`config.mk`:
```
export PLATFORM = sky130hd
export DESIGN_NAME = sobel_mag
export DESIGN_NICKNAME = d
export VERILOG_FILES = /design/src/rtl/sobel_mag.sv
export SDC_FILE = /design/constraint.sdc
export NUM_CORES = 1
export LEC_CHECK = 0
export ABC_CLOCK_PERIOD_IN_PS = 7300
export CAP_MARGIN = 30
export CORE_MARGIN = 10
export CORE_UTILIZATION = 30
export CTS_CLUSTER_SIZE = 30
export DETAILED_ROUTE_END_ITERATION = 7
export GPL_TIMING_DRIVEN = 0
export HOLD_SLACK_MARGIN = 0.03
export PLACE_DENSITY = 0.52
export SLEW_MARGIN = 20
export SYNTH_ARGS = -nofsm -noshare
export SYNTH_HDL_FRONTEND = slang
export SYNTH_SLANG_ARGS = --single-unit
```
`constraint.sdc`:
```
create_clock -name clk -period 7.3 [get_ports clk]
set_input_delay 1.825 -clock clk [delete_from_list [all_inputs] [get_ports clk]]
set_output_delay 1.825 -clock clk [all_outputs]
set_load 0.01 [all_outputs]
```
`src/rtl/sobel_mag.sv`:
```
// Sobel gradient magnitude |Gx|+|Gy| over a 3x3 window: 3-stage pipeline, 8-bit saturation,
// optional thresholding, sync delay lines and a per-frame edge-pixel counter.
module sobel_mag #(
    parameter int unsigned LAT   = 3,
    parameter int unsigned CNT_W = 19
) (
    input  logic             clk,
    input  logic             rst,
    input  logic [7:0]       pix_0,
    input  logic [7:0]       pix_1,
    input  logic [7:0]       pix_2,
    input  logic [7:0]       pix_3,
    input  logic [7:0]       pix_5,
    input  logic [7:0]       pix_6,
    input  logic [7:0]       pix_7,
    input  logic [7:0]       pix_8,
    input  logic             act_in,
    input  logic             hsync_in,
    input  logic             vsync_in,
    input  logic [7:0]       thresh,
    input  logic             bin_en,
    output logic [7:0]       edge_out,
    output logic             act_out,
    output logic             hsync_out,
    output logic             vsync_out,
    output logic [CNT_W-1:0] edge_cnt,
    output logic             cnt_valid
);

    logic [9:0] gxp_q, gxn_q, gyp_q, gyn_q;
    logic [9:0] gxp_d, gxn_d, gyp_d, gyn_d;
    logic [9:0] ax_q, ay_q, ax_d, ay_d;
    logic [7:0] edge_q, edge_d;

    logic [LAT-1:0] act_sr_q, hs_sr_q, vs_sr_q;
    logic           vs_prev_q;

    logic [CNT_W-1:0] cnt_q, cnt_d;
    logic [CNT_W-1:0] edge_cnt_q, edge_cnt_d;
    logic             cnt_valid_q;

    logic [10:0] mag;
    logic [7:0]  sat;
    logic        act_s3;
    logic        hit;
    logic        vs_fall;

    // Stage 1: weighted column/row sums, all unsigned
    always_comb begin
        gxp_d = {2'b00, pix_2} + {1'b0, pix_5, 1'b0} + {2'b00, pix_8};
        gxn_d = {2'b00, pix_0} + {1'b0, pix_3, 1'b0} + {2'b00, pix_6};
        gyp_d = {2'b00, pix_6} + {1'b0, pix_7, 1'b0} + {2'b00, pix_8};
        gyn_d = {2'b00, pix_0} + {1'b0, pix_1, 1'b0} + {2'b00, pix_2};
    end

    // Stage 2: absolute differences as larger minus smaller
    always_comb begin
        ax_d = (gxp_q >= gxn_q) ? (gxp_q - gxn_q) : (gxn_q - gxp_q);
        ay_d = (gyp_q >= gyn_q) ? (gyp_q - gyn_q) : (gyn_q - gyp_q);
    end

    // Stage 3: magnitude, saturation and threshold; act_s3 is the act tap aligned with ax/ay
    always_comb begin
        mag    = {1'b0, ax_q} + {1'b0, ay_q};
        sat    = (mag > 11'd255) ? 8'hFF : mag[7:0];
        act_s3 = act_sr_q[LAT-2];
        hit    = act_s3 & (sat >= thresh);
        if (!act_s3) begin
            edge_d = 8'h00;
        end else if (bin_en) begin
            edge_d = hit ? 8'hFF : 8'h00;
        end else begin
            edge_d = sat;
        end
    end

    assign vs_fall = vs_prev_q & ~vs_sr_q[LAT-1];

    always_comb begin
        cnt_d      = cnt_q;
        edge_cnt_d = edge_cnt_q;
        if (vs_fall) begin
            edge_cnt_d = cnt_q;
            cnt_d      = {{(CNT_W-1){1'b0}}, hit};
        end else if (hit && (cnt_q != {CNT_W{1'b1}})) begin
            cnt_d = cnt_q + 1'b1;
        end
    end

    always_ff @(posedge clk or posedge rst) begin
        if (rst) begin
            gxp_q       <= '0;
            gxn_q       <= '0;
            gyp_q       <= '0;
            gyn_q       <= '0;
            ax_q        <= '0;
            ay_q        <= '0;
            edge_q      <= '0;
            act_sr_q    <= '0;
            hs_sr_q     <= '0;
            vs_sr_q     <= '0;
            vs_prev_q   <= 1'b0;
            cnt_q       <= '0;
            edge_cnt_q  <= '0;
            cnt_valid_q <= 1'b0;
        end else begin
            gxp_q       <= gxp_d;
            gxn_q       <= gxn_d;
            gyp_q       <= gyp_d;
            gyn_q       <= gyn_d;
            ax_q        <= ax_d;
            ay_q        <= ay_d;
            edge_q      <= edge_d;
            act_sr_q    <= {act_sr_q[LAT-2:0], act_in};
            hs_sr_q     <= {hs_sr_q[LAT-2:0], hsync_in};
            vs_sr_q     <= {vs_sr_q[LAT-2:0], vsync_in};
            vs_prev_q   <= vs_sr_q[LAT-1];
            cnt_q       <= cnt_d;
            edge_cnt_q  <= edge_cnt_d;
            cnt_valid_q <= vs_fall;
        end
    end

    assign edge_out  = edge_q;
    assign act_out   = act_sr_q[LAT-1];
    assign hsync_out = hs_sr_q[LAT-1];
    assign vsync_out = vs_sr_q[LAT-1];
    assign edge_cnt  = edge_cnt_q;
    assign cnt_valid = cnt_valid_q;

endmodule

```
==> results of run 1 <==
[worst max-delay path: cells and delay by family, from the launching register on]
family / cells / cell delay (ps)
fa+ha+maj: 3 / 950
flops: 1 / 360
simple gates: 5 / 480
buf+inv: 2 / 580
compound gates: 8 / 1740
[cell type report]
class                      instances  share of cell area
buffer                            22             0.01161
clock buffer                      17             0.04243
clock inverter                    15             0.01672
inverter                          78             0.02970
multi-input combinational        580              0.4551
sequential                       117              0.2920
tap                              335             0.04181
timing repair buffer             109              0.1106
[cells by family (layout without fill, tap and decap cells)]
group | count (synthesis) | count (layout) | synth area share
adder cells (fa/ha/maj) | 130 | 130 | 0.2411
buffers and inverters | 100 | 241 | 0.05179
AND/OR/NAND/NOR | 228 | 228 | 0.1367
multiplexers | 12 | 12 | 0.01536
XOR/XNOR | 54 | 54 | 0.05987
flip-flops | 117 | 117 | 0.3706
AO/OA/AOI/OAI | 156 | 156 | 0.1246
[cell usage after synthesis, drive strengths merged, types with 2 or more instances]
library cell  instances
a31o                  2
and2                  4
a21boi                4
fa                   37
ha                   93
xor2                 27
nand2                89
nor2b                11
o21bai                3
nor2                 44
a21oi                49
a31oi                 9
or3                   3
nand4                10
dfrtp               117
mux2i                11
inv                  77
nor4                  5
or2                   3
and4                  2
nand2b               15
xnor2                27
a41oi                 2
nor3b                 3
o21ai                34
a21o                 23
clkbuf               11
nand3b                6
nand3                11
and3                  5
or4                   2
nor3                 15
buf                  11
a211oi               14
o21a                  6
[power breakdown]
part	internal, mW	switching, mW
clock	0.511	0.331
combinational	0.815	1.03
sequential	0.824	0.0896
total	2.15	1.46
[state kept, by name, summed over array words and instances, names as in the netlist, 3 cells and up]
signal    cells
cnt_q        19
edge_cnt     19
ax_q         10
ay_q         10
gxn_q        10
gxp_q        10
gyn_q        10
gyp_q        10
edge_out      8
act_sr_q      3
hs_sr_q       3
vs_sr_q       3
[per-layer routing]
layer	up-vias	part of all wire
met5	-	0
met4	0	0.014
met3	22	0.063
met2	135	0.43
met1	2672	0.49
li1	2959	-
[through the flow]
stage	util	instance area, um2	hold slack [ps]	std cells	total power [mW]
2_1_floorplan	-	7900	331.2	797	2.289
3_3_place_gp	0.3618	9400	332.9	1240	2.770
3_5_place_dp	0.3630	9433	334.7	1241	2.784
4_1_cts	0.3858	10030	348.6	1273	3.649
5_1_grt	0.3858	10030	353.7	1273	3.940
6_report	0.3858	10030	347.8	1273	3.605
[final timing paths]
path | startpoint | end | slack, ps | depth (start not counted)
max in group asynchronous | rst | hs_sr_q[0] | 4800 | 3
worst min register to register | hs_sr_q[0] | hs_sr_q[1] | 350 | 0
worst max-delay path | ax_q[0] | cnt_q[18] | 3050 | 18
min in group asynchronous | rst | ax_q[1] | 1840 | 2
worst max register to register | ax_q[0] | cnt_q[18] | 3050 | 18
worst min-delay path | hs_sr_q[0] | hs_sr_q[1] | 350 | 0
==> out/metrics.yaml, run 1 <==
outcome:
  outcome: "finished clean"
pwr:
  power_leakage_nw: 4.730
  power_density_nw_per_um2: 359.6
  peakVddDrop_uv: 222.1
timing:
  setup-violations-final: 0
  rsz0062_at_grt: "no"
  max_slew_margin: 0.5494
  finalSetupTns_ps: 0
  finalCriticalPeriod_ps: 4253
  tightest_slew_ps: 674.4
  timing.final.hold_violations: 0
  final_max_slew_viol_count: 0
  fmaxAchievable_ghz: 0.2351
  period_share: 0.5827
  fin_ws_ps: 3047
  clock-skew-final_ps: 11.66
clock_network:
  clkSinkCount: 117
  ctsResizeCount: 0
  tritoncts.num_buffers: 17
  cts_root_buf: "sky130_fd_sc_hd__clkbuf_16"
  clock_latency_ps: 420
  cts_setup_buffers: 0
  post_cts_hold_buffer_count: 0
  max-clock-path-buffers: 2
  tritoncts: "done"
  clock_tree.htree_level_count: 4
  cts.reportedPaths.clkPinSlew_ps: 60
yosys:
  area_share_of_the_largest_cell_type_after_synthesis: 0.3706
  mappedNetlistArea_um2: 7900
  avgSynthCellArea_um2: 9.912
  ys_seq_elements: 117
  post_synth_num_cell_types: 54
  async_reset_ff_frac: 1.000
  yosys.area.top_type: "sky130_fd_sc_hd__dfrtp_1"
  ys.flop_type: "sky130_fd_sc_hd__dfrtp_1"
  synth_edf_count: 0
  cell_types_with_the_largest_area_share_after_synthesis: "sky130_fd_sc_hd__dfrtp_1, sky130_fd_sc_hd__ha_1, sky130_fd_sc_hd__fa_1, sky130_fd_sc_hd__nand2_1, sky130_fd_sc_hd__inv_1"
  syn-instance-count: 797
  synth-seq-area-share: 0.3706
  synth.net_count: 1005
  number_of_synthesis_warnings: 0
floorplanning:
  floorplan.io_pins: 109
  placementRows: 59
  die_x_um: 182.3
  die_h_um: 182.3
  die_area_um2: 33220
  initial_core_utilization: 0.3040
  area_inside_the_core_boundary_um2: 25980
global_route:
  grtUsageTotal: 0.1149
  groute.layer.met1.usage: 0.1496
  grt_max_degree: 63
  busiest_layer: "met2"
  antenna_found_initial: 0
  met3_usage: 0.03917
  number_of_global_route_vias_before_repair: 6125
  globalRouteMet2Util: 0.1761
  wire_length_of_the_first_global_routing_pass_um: 31290
  grt_overflow: 0
critical_path:
  end_kind: "flip-flop"
  critPathMaxFanout: 10
  startpoint_type: "flip-flop"
  worst_path_max_delay_cell: "sky130_fd_sc_hd__fa_1"
  worstPathCellList: "ha_1 -> fa_1 -> a211o_1 -> a211oi_1 -> o21ai_0 -> o211ai_1 -> and2_1 -> buf_2 -> nand2_1 -> ha_1 -> a211oi_1 -> nand2_1 -> a31oi_1 -> o21a_1 -> clkbuf_1 -> nor2_1 -> a41oi_1 -> nor2_1"
  timing.setup.critical_path_class: "flip-flop to flip-flop"
  critical_path_required_ps: 7580
  max_stage_delay_ps: 430
  arr_time_crit_path_ps: 4530
worst_hold_path:
  hold_wc_path_type: "flip-flop to flip-flop"
placed_design:
  place_hpwl_um: 15040
  pre_cts_ws_ps: 2710
  gp_routability_congestion: 0.8405
  portbufs: 108
cells_and_area:
  final_net_count: 1133
  layout-area-overhead-vs-synth_pct: 26.91
  final-seq-area_um2: 2928
  antenna_cells: 0
  multiInputGateArea_um2: 4563
  fillCellCount: 2615
  share_of_layout_cells_above_drive_strength_1: 0.05757
  mostFrequentLayoutCell: "sky130_fd_sc_hd__dfrtp_1"
  highest_count_cells_in_the_layout_ignoring_fill_and_taps: "sky130_fd_sc_hd__dfrtp_1, sky130_fd_sc_hd__clkdlybuf4s50_1, sky130_fd_sc_hd__ha_1"
detailed_routing:
  drt_iter0_drc: 256
  via_per_inst: 4.547
  routedWlPerCell_um: 14.39
  drtAntennaViolNets: 0
  drt_drc_violations_left: 0
  vias: 5788
  drtPass1Iterations: 4
  wl_um: 18310
job:
  maxCapViolations: 0
No activity file was read; power rests on OpenSTA's default activity.
==> run 2, diff against run 1 <==
--- a/config.mk
+++ b/config.mk
@@ -5,7 +5,7 @@
 export SDC_FILE = /design/constraint.sdc
 export NUM_CORES = 1
 export LEC_CHECK = 0
-export ABC_CLOCK_PERIOD_IN_PS = 7300
+export ABC_CLOCK_PERIOD_IN_PS = 3520
 export CAP_MARGIN = 30
 export CORE_MARGIN = 10
 export CORE_UTILIZATION = 30
@@ -13,7 +13,7 @@
 export DETAILED_ROUTE_END_ITERATION = 7
 export GPL_TIMING_DRIVEN = 0
 export HOLD_SLACK_MARGIN = 0.03
-export PLACE_DENSITY = 0.52
+export PLACE_DENSITY = 0.54
 export SLEW_MARGIN = 20
 export SYNTH_ARGS = -nofsm -noshare
 export SYNTH_HDL_FRONTEND = slang
==> constraint.sdc (replaced) <==
create_clock -name clk -period 3.52 [get_ports clk]
set_input_delay 0.88 -clock clk [delete_from_list [all_inputs] [get_ports clk]]
set_output_delay 0.88 -clock clk [all_outputs]
set_load 0.01 [all_outputs]
==> out/metrics.yaml, run 2 (same netlist as run 1, synthesis figures left out) <==
outcome:
  outcome: "finished clean"
timing:
  rsz0062_at_grt: "yes"
  final_max_slew_viol_count: 0
  fin_ws_ps: 7.673
  timing.final.hold_violations: 0
  clock-skew-final_ps: 14.48
  tightest_slew_ps: 720.6
  fmaxAchievable_ghz: 0.2847
  period_share: 0.9978
  setup-violations-final: 0
  finalCriticalPeriod_ps: 3512
  max_slew_margin: 0.5186
critical_path:
  max_stage_delay_ps: 370
  startpoint_type: "flip-flop"
  worstPathCellList: "ha_2 -> fa_2 -> a211o_1 -> a211oi_2 -> or3_1 -> o211ai_1 -> and2_1 -> buf_6 -> nand2_4 -> ha_4 -> a211oi_2 -> nand2_1 -> a31oi_1 -> o21a_4 -> buf_6 -> nor3b_4 -> buf_4 -> xnor2_2 -> nor2_1"
  regToRegStartpoint: "ax_q[0]"
  end_kind: "flip-flop"
  critical_path.top_delay_family: "compound AO/OA/AOI/OAI gates"
  critPathMaxFanout: 8
  worst_path_max_delay_cell: "sky130_fd_sc_hd__dfrtp_1"
  setup.worst_path.start: "ax_q[0]"
  path_buf_inv: 3
  timing.setup.critical_path_class: "flip-flop to flip-flop"
  critical_path_required_ps: 3820
  arr_time_crit_path_ps: 3810
floorplanning:
  area_inside_the_core_boundary_um2: 25980
  placementRows: 59
  die_x_um: 182.3
  initial_core_utilization: 0.3040
  floorplan.io_pins: 109
  die_area_um2: 33220
  die_h_um: 182.3
global_route:
  grt_overflow: 0
  grt_max_degree: 34
  wire_length_of_the_first_global_routing_pass_um: 30910
  grtUsageTotal: 0.1131
  antenna_found_initial: 0
  number_of_global_route_vias_before_repair: 6089
placed_design:
  placed_cells_incl_taps: 1243
  dpl_cell_area_um2: 9473
  pre_cts_ws_ps: -596.5
  place_hpwl_um: 15060
  gp_routability_congestion: 0.8547
  portbufs: 108
pwr:
  power_density_nw_per_um2: 747.2
  sw_frac_of_total: 0.4025
  power_leakage_nw: 4.842
  peakVddDrop_uv: 417.8
  switching_power_mw: 3.116
  power.internal_mw: 4.625
  pwr-share-comb: 0.531
  clockPowerShare: 0.224
  seq_power_share: 0.245
clock_network:
  clock_tree.htree_level_count: 4
  clkSinkCount: 117
  tritoncts: "done"
  cts_root_buf: "sky130_fd_sc_hd__clkbuf_16"
  post_cts_hold_buffer_count: 0
  max-clock-path-buffers: 2
  cts.reportedPaths.clkPinSlew_ps: 60
  clock_latency_ps: 430
  tritoncts.num_buffers: 17
detailed_routing:
  drt_iter0_drc: 311
  via_per_inst: 4.589
  vias: 5901
  drt_drc_violations_left: 0
  routedWlPerCell_um: 14.37
  drtPass1Iterations: 5
  drtAntennaViolNets: 0
  wl_um: 18480
cells_and_area:
  final_area_um2: 10360
  fillCellCount: 2570
  final_net_count: 1146
  layout-area-overhead-vs-synth_pct: 31.14
  antenna_cells: 0
  highest_count_cells_in_the_layout_ignoring_fill_and_taps: "sky130_fd_sc_hd__dfrtp_1, sky130_fd_sc_hd__clkdlybuf4s50_1, sky130_fd_sc_hd__ha_1"
  share_of_layout_cells_above_drive_strength_1: 0.09884
  stdcell_count: 1286
  mostFrequentLayoutCell: "sky130_fd_sc_hd__dfrtp_1"
job:
  maxCapViolations: 0
worst_hold_path:
  hold_wc_path_type: "flip-flop to flip-flop"
  hold_path_startpoint: "vs_sr_q[0]"
==> run 2: what timing repair did <==
item	CTS	global route
buffers inserted	7	3
cloned	1	0
pin swaps	19	16
hold endpoints to repair	0	0
endpoints found under the setup margin	27	27
gates resized for setup	31	15
==> run 2: layout make-up <==
class | instances | area [um2] | area share
clock inverter | 13 | 147.6 | 0.01425
timing repair buffer | 122 | 1241 | 0.1198
multi-input combinational | 580 | 4741 | 0.4576
buffer | 22 | 143.9 | 0.01389
tap | 335 | 419.2 | 0.04046
clock buffer | 19 | 442.9 | 0.04275
sequential | 117 | 2928 | 0.2826
inverter | 78 | 296.5 | 0.02862
==> run 2: worst register-to-register path: cells and delay by family, from the launching register on <==
kind,cells,cell delay (ps)
AOI/OAI and AO/OA,6,1250
buffers and inverters,3,410
xor gates and xnor gates,1,110
adders and majority gates,3,720
DFF,1,370
and+or+nand+nor,6,540
==> run 2: metrics by stage <==
stage	hold slack, ps	power [mW]	utilization	TNS [ps]
floorplan	331.2	4.754	-	-25.72
global placement	333.3	5.744	0.3622	-11490
detailed placement	334.7	5.776	0.3646	-11800
CTS	345.4	7.747	0.3954	-610.8
global route	349.4	8.426	0.3987	-3235
finish	342.7	7.741	0.3987	0
==> run 2: per-layer routing <==
metal  track usage  vias up  wire (um)
li1              -     2992          -
met1        0.1447     2755       8826
met2        0.1784      142       8306
met3       0.03858       12       1179
met4       0.02929        0        171
met5             0        -          0
==> run 2: power groups by stage <==
stage | sequential, mW | clock, mW | combinational [mW]
after floorplan | 1.88 | 0 | 2.87
after global placement | 1.92 | 0 | 3.83
after detailed placement | 1.93 | 0 | 3.85
after CTS | 1.91 | 1.78 | 4.06
after global routing | 1.94 | 1.84 | 4.64
final | 1.90 | 1.73 | 4.11
==> run 2: worst paths after layout <==
kind	end	depth (start not counted)	slack, ps
max	cnt_q[3]	19	8
min	vs_sr_q[1]	0	340
max reg2reg	cnt_q[3]	19	8
min reg2reg	vs_sr_q[1]	0	340
max in group asynchronous	cnt_q[6]	4	1810
min in group asynchronous	edge_out[2]	2	930
